## src/rtl/branch_pkg.sv

```systemverilog
// rtl/branch_pkg.sv - shared types and encodings for the branch resolve stage
package branch_pkg;

  localparam int BRANCHOP_SIZE = 3;

  typedef enum logic [BRANCHOP_SIZE-1:0] {
    OP_NONE  = 3'd0,
    OP_B     = 3'd1,
    OP_BR    = 3'd2,
    OP_BL    = 3'd3,
    OP_CBZ   = 3'd4,
    OP_CBNZ  = 3'd5,
    OP_BCOND = 3'd6
  } branch_op_e;

  typedef enum logic [1:0] {
    SEL_NOOP     = 2'd0,
    SEL_PCBRANCH = 2'd1,
    SEL_PCALUOUT = 2'd2
  } branch_sel_e;

  typedef enum logic [3:0] {
    COND_EQ = 4'd0,  COND_NE = 4'd1,  COND_CS = 4'd2,  COND_CC = 4'd3,
    COND_MI = 4'd4,  COND_PL = 4'd5,  COND_VS = 4'd6,  COND_VC = 4'd7,
    COND_HI = 4'd8,  COND_LS = 4'd9,  COND_GE = 4'd10, COND_LT = 4'd11,
    COND_GT = 4'd12, COND_LE = 4'd13, COND_AL = 4'd14, COND_NV = 4'd15
  } cond_code_e;

  localparam int FLAG_N = 3;
  localparam int FLAG_Z = 2;
  localparam int FLAG_C = 1;
  localparam int FLAG_V = 0;

  typedef enum logic {
    ST_IDLE  = 1'b0,
    ST_FLUSH = 1'b1
  } flush_state_e;

endpackage

```

## src/rtl/cond_eval.sv

```systemverilog
// rtl/cond_eval.sv - combinational B.cond evaluation of NZCV against a condition code
module cond_eval
  import branch_pkg::*;
(
  input  logic [3:0] nzcv,
  input  logic [3:0] cond,
  output logic       result
);

  logic n, z, c, v;
  logic base;

  assign n = nzcv[FLAG_N];
  assign z = nzcv[FLAG_Z];
  assign c = nzcv[FLAG_C];
  assign v = nzcv[FLAG_V];

  // Conditions come in pairs; the odd code of each pair is the inverse, except AL/NV which are both true
  always_comb begin
    base = 1'b1;
    case (cond[3:1])
      3'd0:    base = z;
      3'd1:    base = c;
      3'd2:    base = n;
      3'd3:    base = v;
      3'd4:    base = c & ~z;
      3'd5:    base = (n == v);
      3'd6:    base = ~z & (n == v);
      default: base = 1'b1;
    endcase
    result = (cond[3:1] == 3'd7) ? 1'b1 : (base ^ cond[0]);
  end

endmodule

```

## src/rtl/branch_resolve_unit.sv

```systemverilog
// rtl/branch_resolve_unit.sv - branch resolution, mispredict redirect and younger-slot flush
module branch_resolve_unit
  import branch_pkg::*;
#(
  parameter int DATA_W       = 64,
  parameter int ADDR_W       = 64,
  parameter int FLUSH_CYCLES = 2,
  parameter int FLAG_BYPASS  = 1,
  parameter int CNT_W        = 16
) (
  input  logic                     clk,
  input  logic                     reset,
  input  logic                     valid_in,
  input  logic                     stall,
  input  logic [BRANCHOP_SIZE-1:0] branch_op,
  input  logic [3:0]               cond_code,
  input  logic                     setflags,
  input  logic [3:0]               flags_in,
  input  logic [DATA_W-1:0]        rt_value,
  input  logic [ADDR_W-1:0]        pc_branch,
  input  logic [ADDR_W-1:0]        pc_aluout,
  input  logic [ADDR_W-1:0]        pc_plus4,
  input  logic                     predicted_taken,
  output logic [1:0]               branch_sel,
  output logic                     taken,
  output logic                     link_we,
  output logic                     redirect_valid,
  output logic [ADDR_W-1:0]        redirect_pc,
  output logic                     squash,
  output logic [3:0]               flags_q,
  output logic [CNT_W-1:0]         mispredict_cnt
);

  localparam logic [3:0] FLUSH_LOAD = 4'(FLUSH_CYCLES);

  flush_state_e state, state_nxt;
  logic [3:0]   cnt, cnt_nxt;
  logic         eff, mp, is_br, raw_taken, cond_res;
  logic [3:0]   fsrc;

  assign eff   = valid_in & ~squash & ~stall;
  assign is_br = (branch_op == OP_BR);
  assign fsrc  = ((FLAG_BYPASS != 0) && setflags) ? flags_in : flags_q;

  cond_eval u_cond_eval (
    .nzcv   (fsrc),
    .cond   (cond_code),
    .result (cond_res)
  );

  // Resolve the raw branch direction independent of slot validity
  always_comb begin
    raw_taken = 1'b0;
    case (branch_op)
      OP_B, OP_BL, OP_BR: raw_taken = 1'b1;
      OP_CBZ:             raw_taken = (rt_value == '0);
      OP_CBNZ:            raw_taken = (rt_value != '0);
      OP_BCOND:           raw_taken = cond_res;
      default:            raw_taken = 1'b0;
    endcase
  end

  assign taken   = eff & raw_taken;
  assign link_we = eff & (branch_op == OP_BL);
  // A register target is never known at fetch, so BR always redirects
  assign mp      = eff & ((taken != predicted_taken) | is_br);

  // Select the PC source for a taken branch
  always_comb begin
    branch_sel = SEL_NOOP;
    if (taken) branch_sel = is_br ? SEL_PCALUOUT : SEL_PCBRANCH;
  end

  // Architectural NZCV: only effective setflags slots update it
  always_ff @(posedge clk) begin
    if (!reset)                flags_q <= '0;
    else if (eff && setflags)  flags_q <= flags_in;
  end

  // One-cycle redirect pulse with the corrected PC; stall holds it
  always_ff @(posedge clk) begin
    if (!reset) begin
      redirect_valid <= 1'b0;
      redirect_pc    <= '0;
    end else if (!stall) begin
      redirect_valid <= mp;
      if (mp) redirect_pc <= taken ? (is_br ? pc_aluout : pc_branch) : pc_plus4;
    end
  end

  // Saturating mispredict counter
  always_ff @(posedge clk) begin
    if (!reset)                          mispredict_cnt <= '0;
    else if (mp && (mispredict_cnt != '1)) mispredict_cnt <= mispredict_cnt + 1'b1;
  end

  // Flush state register
  always_ff @(posedge clk) begin
    if (!reset) begin
      state <= ST_IDLE;
      cnt   <= '0;
    end else begin
      state <= state_nxt;
      cnt   <= cnt_nxt;
    end
  end

  // Flush next state: load on mispredict, count down on non-stalled edges
  always_comb begin
    state_nxt = state;
    cnt_nxt   = cnt;
    case (state)
      ST_IDLE: begin
        if (mp) begin
          state_nxt = ST_FLUSH;
          cnt_nxt   = FLUSH_LOAD;
        end
      end
      ST_FLUSH: begin
        if (!stall) begin
          if (cnt == 4'd1) begin
            state_nxt = ST_IDLE;
            cnt_nxt   = '0;
          end else begin
            cnt_nxt = cnt - 4'd1;
          end
        end
      end
      default: state_nxt = ST_IDLE;
    endcase
  end

  // Flush outputs
  always_comb begin
    squash = (state == ST_FLUSH);
  end

endmodule
```

## config.mk

```make
export PLATFORM = sky130hd
export DESIGN_NAME = branch_resolve_unit
export DESIGN_NICKNAME = d
export VERILOG_FILES = /design/src/rtl/branch_pkg.sv /design/src/rtl/cond_eval.sv /design/src/rtl/branch_resolve_unit.sv
export SDC_FILE = /design/constraint.sdc
export NUM_CORES = 1
export LEC_CHECK = 0
export CAP_MARGIN = 15
export CELL_PAD_IN_SITES_DETAIL_PLACEMENT = 0
export CELL_PAD_IN_SITES_GLOBAL_PLACEMENT = 2
export CORE_MARGIN = 3
export CORE_UTILIZATION = 19
export DETAILED_ROUTE_END_ITERATION = 12
export PLACE_DENSITY_LB_ADDON = 0.1
export SETUP_SLACK_MARGIN = 0.4
export SKIP_CTS_REPAIR_TIMING = 1
export SLEW_MARGIN = 20
export SYNTH_ARGS = -nofsm -noshare
export SYNTH_HDL_FRONTEND = slang
export SYNTH_SLANG_ARGS = --single-unit
export TNS_END_PERCENT = 20
```

## constraint.sdc

```tcl
create_clock -name clk -period 7.45 [get_ports clk]
set_input_delay 1.8625 -clock clk [delete_from_list [all_inputs] [get_ports clk]]
set_output_delay 1.8625 -clock clk [all_outputs]
set_load 0.005 [all_outputs]
```

==> results by group <==
Yosys
  – Post-Syn Area: 5340 um^2
  – Post-synth EDFFs: 0
  – Synth Flop Type: dfxtp_1
  – Synth warnings: 0
  – Cells after Synth: 700
  – Syn avg cell area: roughly 7.6 um^2
  – Post-Syn Nets: roughly 980
  – Yosys reg bits: 90
  – FFs w/ async S/R, synth: 0%
  – Yosys cell types: 46
  – Seq/Total Area, Yosys: about a third

Timing
  – Slew margin rel.: between 30 and 40%
  – Pin slew with the least headroom to its limit: 1030 ps
  – Fmax: 152 MHz
  – Setup TNS: 0 ps
  – RSZ-0062 raised after global routing: false
  – Finish-stage setup viols: 0
  – Hold_ws: 452 ps
  – Fin crit share: 88.6%
  – Clock Skew: 7.39 ps
  – Final min period: 6600 ps
  – Final hold vios: 0
  – Final Max Slew Viols: 0

Hold path
  – Tightest Hold Check Type: reg2reg

Floorplanning
  – Die Width: approximately 170 um
  – # rows: 60
  – Total die area: approximately 30000 um^2
  – Starting density of the core: 19.6%
  – Ports: ~360
  – Die Span Y: between 150 and 200 um
  – Core box area: 27300 um^2

Pwr
  – Cell Int Power: around 0.96 mW
  – P_sw: between 0.3 and 0.4 mW
  – Flop pwr share: a little under 40%
  – Combinational power share: 27.4%
  – Cell Pwr Density: approximately 140 nW/um^2
  – LEAKAGE: between 3 and 4 nW
  – Switching share of power: around 28%
  – Clock power frac: approximately a third
  – VDD IR max: around 110 uV

Route
  – Total Wirelength: 22900 um
  – ANT nets after route: 0
  – Vias: 5917
  – Drt first pass iters: 4
  – Iteration-0 DRC count of the detailed router: 218
  – Vias per inst: between 4 and 5
  – WL/cell: 16.3 um
  – DRC: 0

Layout
  – Fin nets: 1306
  – FF/Latch Area: between 1500 and 2000 um^2
  – Area occupied by multi-input gates: about 3300 um^2
  – N_diodes: 0
  – Share of cells above drive strength 1: 3.57%
  – Area grow syn2layout: 79.9%
  – FILL cells: 2865

CTS
  – CTS clock-pin slew for the worst setup and hold paths: approximately 60 ps
  – CTS tree: done
  – Clock Tree Buf Depth: 2
  – CTS sink cnt: 90
  – Worst skew pair latency: roughly 350 ps
  – Root Buffer Master: clkbuf_16
  – CTS Buf Count: 9
  – H-tree depth: 3

Critical path
  – CP Capture Type: output pin
  – Critical path data arrival time: about 4700 ps
  – Largest delay contributor family on the critical path: simple AND/OR/NAND/NOR gates
  – Critical path class: in2out
  – Crit path launch type: input pin
  – CP required: roughly 5600 ps
  – Max stage delay on crit path: between 500 and 600 ps
  – Buf/Inv on CP: 2
  – Crit-path slowest cell: clkdlybuf4s50_1
  – Crit-path max FO: 13
  – Worst-path cell chain: clkdlybuf4s50_1 > nor4_1 > nand4_1 > nor4_1 > mux2_2 > a41oi_4 > nand2b_1 > nor2_1 > clkdlybuf4s50_1
  – FF-to-FF setup slack: between 4000 and 5000 ps

GRT
  – First-pass GRT wire length: roughly 35000 um
  – Initial antenna violation count: 0
  – Vias in the first global route: approximately 6000
  – Overflow after GRT: 0
  – Total GRT Usage: between 10 and 15%
  – Largest net degree at the start of global routing: between 100 and 150

Place
  – Routability cong.: 0.747
  – Post-DP HPWL: approximately 18000 um
  – IO Port Bufs: roughly 360

Outcome
  – Outcome: completed

Job
  – Max_cap viols: 0
## cells by family (layout without fill, tap and decap cells)
kind of cell	Yosys count	in the layout	share of synthesized area, %
and+or+nand+nor	293	293	23.7
AOI/OAI and AO/OA	175	175	21.5
DFF	90	90	33.8
muxes	73	73	14.0
buffers and inverters	59	394	5.04
xor gates and xnor gates	7	7	1.29
adders and majority gates	3	3	0.703
## tightest hold or removal path, stage by stage, from the launching register on
cell	delay (ps)
dfxtp_1	310
nand2_1	50
a21boi_1	50
## flip-flops by register name, summed over array words and instances, names as in the netlist
register and count:
cnt 4, mispredict_cnt 16, redirect_pc 64, flags_q 4, squash 1, redirect_valid 1
## cell usage after synthesis, types with 2 or more instances
cell type	n	area share (%)
nand2_1	209	15
o21ai_0	75	7.0
nand4_1	4	0.47
nor3_1	5	0.47
o22ai_1	2	0.23
buf_4	3	0.42
dfxtp_1	90	34
buf_2	17	1.6
nor2b_1	6	0.70
inv_1	9	0.63
o21a_1	3	0.42
clkbuf_1	23	1.6
buf_1	5	0.35
nor2_1	14	0.98
nand3_1	11	1.0
o31ai_1	2	0.28
buf_6	2	0.42
nor4_1	18	2.1
a21boi_1	39	5.5
ha_1	3	0.70
xnor2_1	6	0.98
and3_1	7	0.82
a31o_2	3	0.49
o21ai_2	2	0.33
mux2i_1	71	13
o211ai_1	3	0.42
a211oi_1	2	0.28
a31oi_1	2	0.23
and2_1	5	0.59
a21boi_0	35	4.9
nand2b_1	3	0.35
or3_1	7	0.82
## final cells by class
cell class              instances  area share (%)
clock buffers                  10            2.49
inverters                       9           0.352
repair buffers                369            38.7
flip-flops and latches         90            18.8
clock inverters                 6           0.508
well taps                     372            4.85
multi-input cells             551            34.3
## per-stage QoR
stage / utilization, % / cell area (um^2) / setup WS, ps / cells / total power, mW
after floorplan: - / 5340 / 1670 / 700 / 0.665
after global placement: 34.1 / 9280 / 815 / 1390 / 0.897
after global routing: 35.2 / 9600 / 632 / 1407 / 1.42
after detailed placement: 34.1 / 9280 / 818 / 1390 / 0.898
final: 35.2 / 9600 / 850 / 1407 / 1.33
after CTS: 35.1 / 9570 / 799 / 1406 / 1.36
## final timing paths
path | startpoint | endpoint | cells past startpoint
max | rt_value[0] | branch_sel[0] | 9
min reg2reg | redirect_pc[53] | redirect_pc[53] | 2
min | redirect_pc[53] | redirect_pc[53] | 2
max reg2reg | flags_q[3] | redirect_pc[11] | 10
## cell usage in the layout (no fill, tap or decap), drive strengths merged, types with 2 or more instances in the layout
cell	n
a211oi	2
a21boi	74
a31o	3
a31oi	2
and2	5
and3	7
buf	8
clkbuf	10
clkdlybuf4s50	361
clkinv	3
dfxtp	90
ha	3
inv	12
mux2i	71
nand2	209
nand2b	3
nand3	11
nand4	4
nor2	14
nor2b	6
nor3	5
nor4	18
o211ai	3
o21a	3
o21ai	77
o22ai	2
o31ai	2
or3	7
xnor2	7
## power by group through the flow
stage / combinational [mW] / sequential [mW] / clock (mW)
3_5_place_dp: 0.372 / 0.526 / 0
6_report: 0.366 / 0.515 / 0.452
5_1_grt: 0.404 / 0.518 / 0.494
4_1_cts: 0.372 / 0.515 / 0.476
3_3_place_gp: 0.372 / 0.525 / 0
2_1_floorplan: 0.138 / 0.526 / 0
## layer usage
layer	global-route usage [%]	up-vias	routed length, um
li1	-	3080	-
met1	16.4	2678	9080
met2	27.3	147	12200
met3	4.58	12	1450
met4	2.92	0	203
met5	0	-	0
No activity file was read; power rests on OpenSTA's default activity.
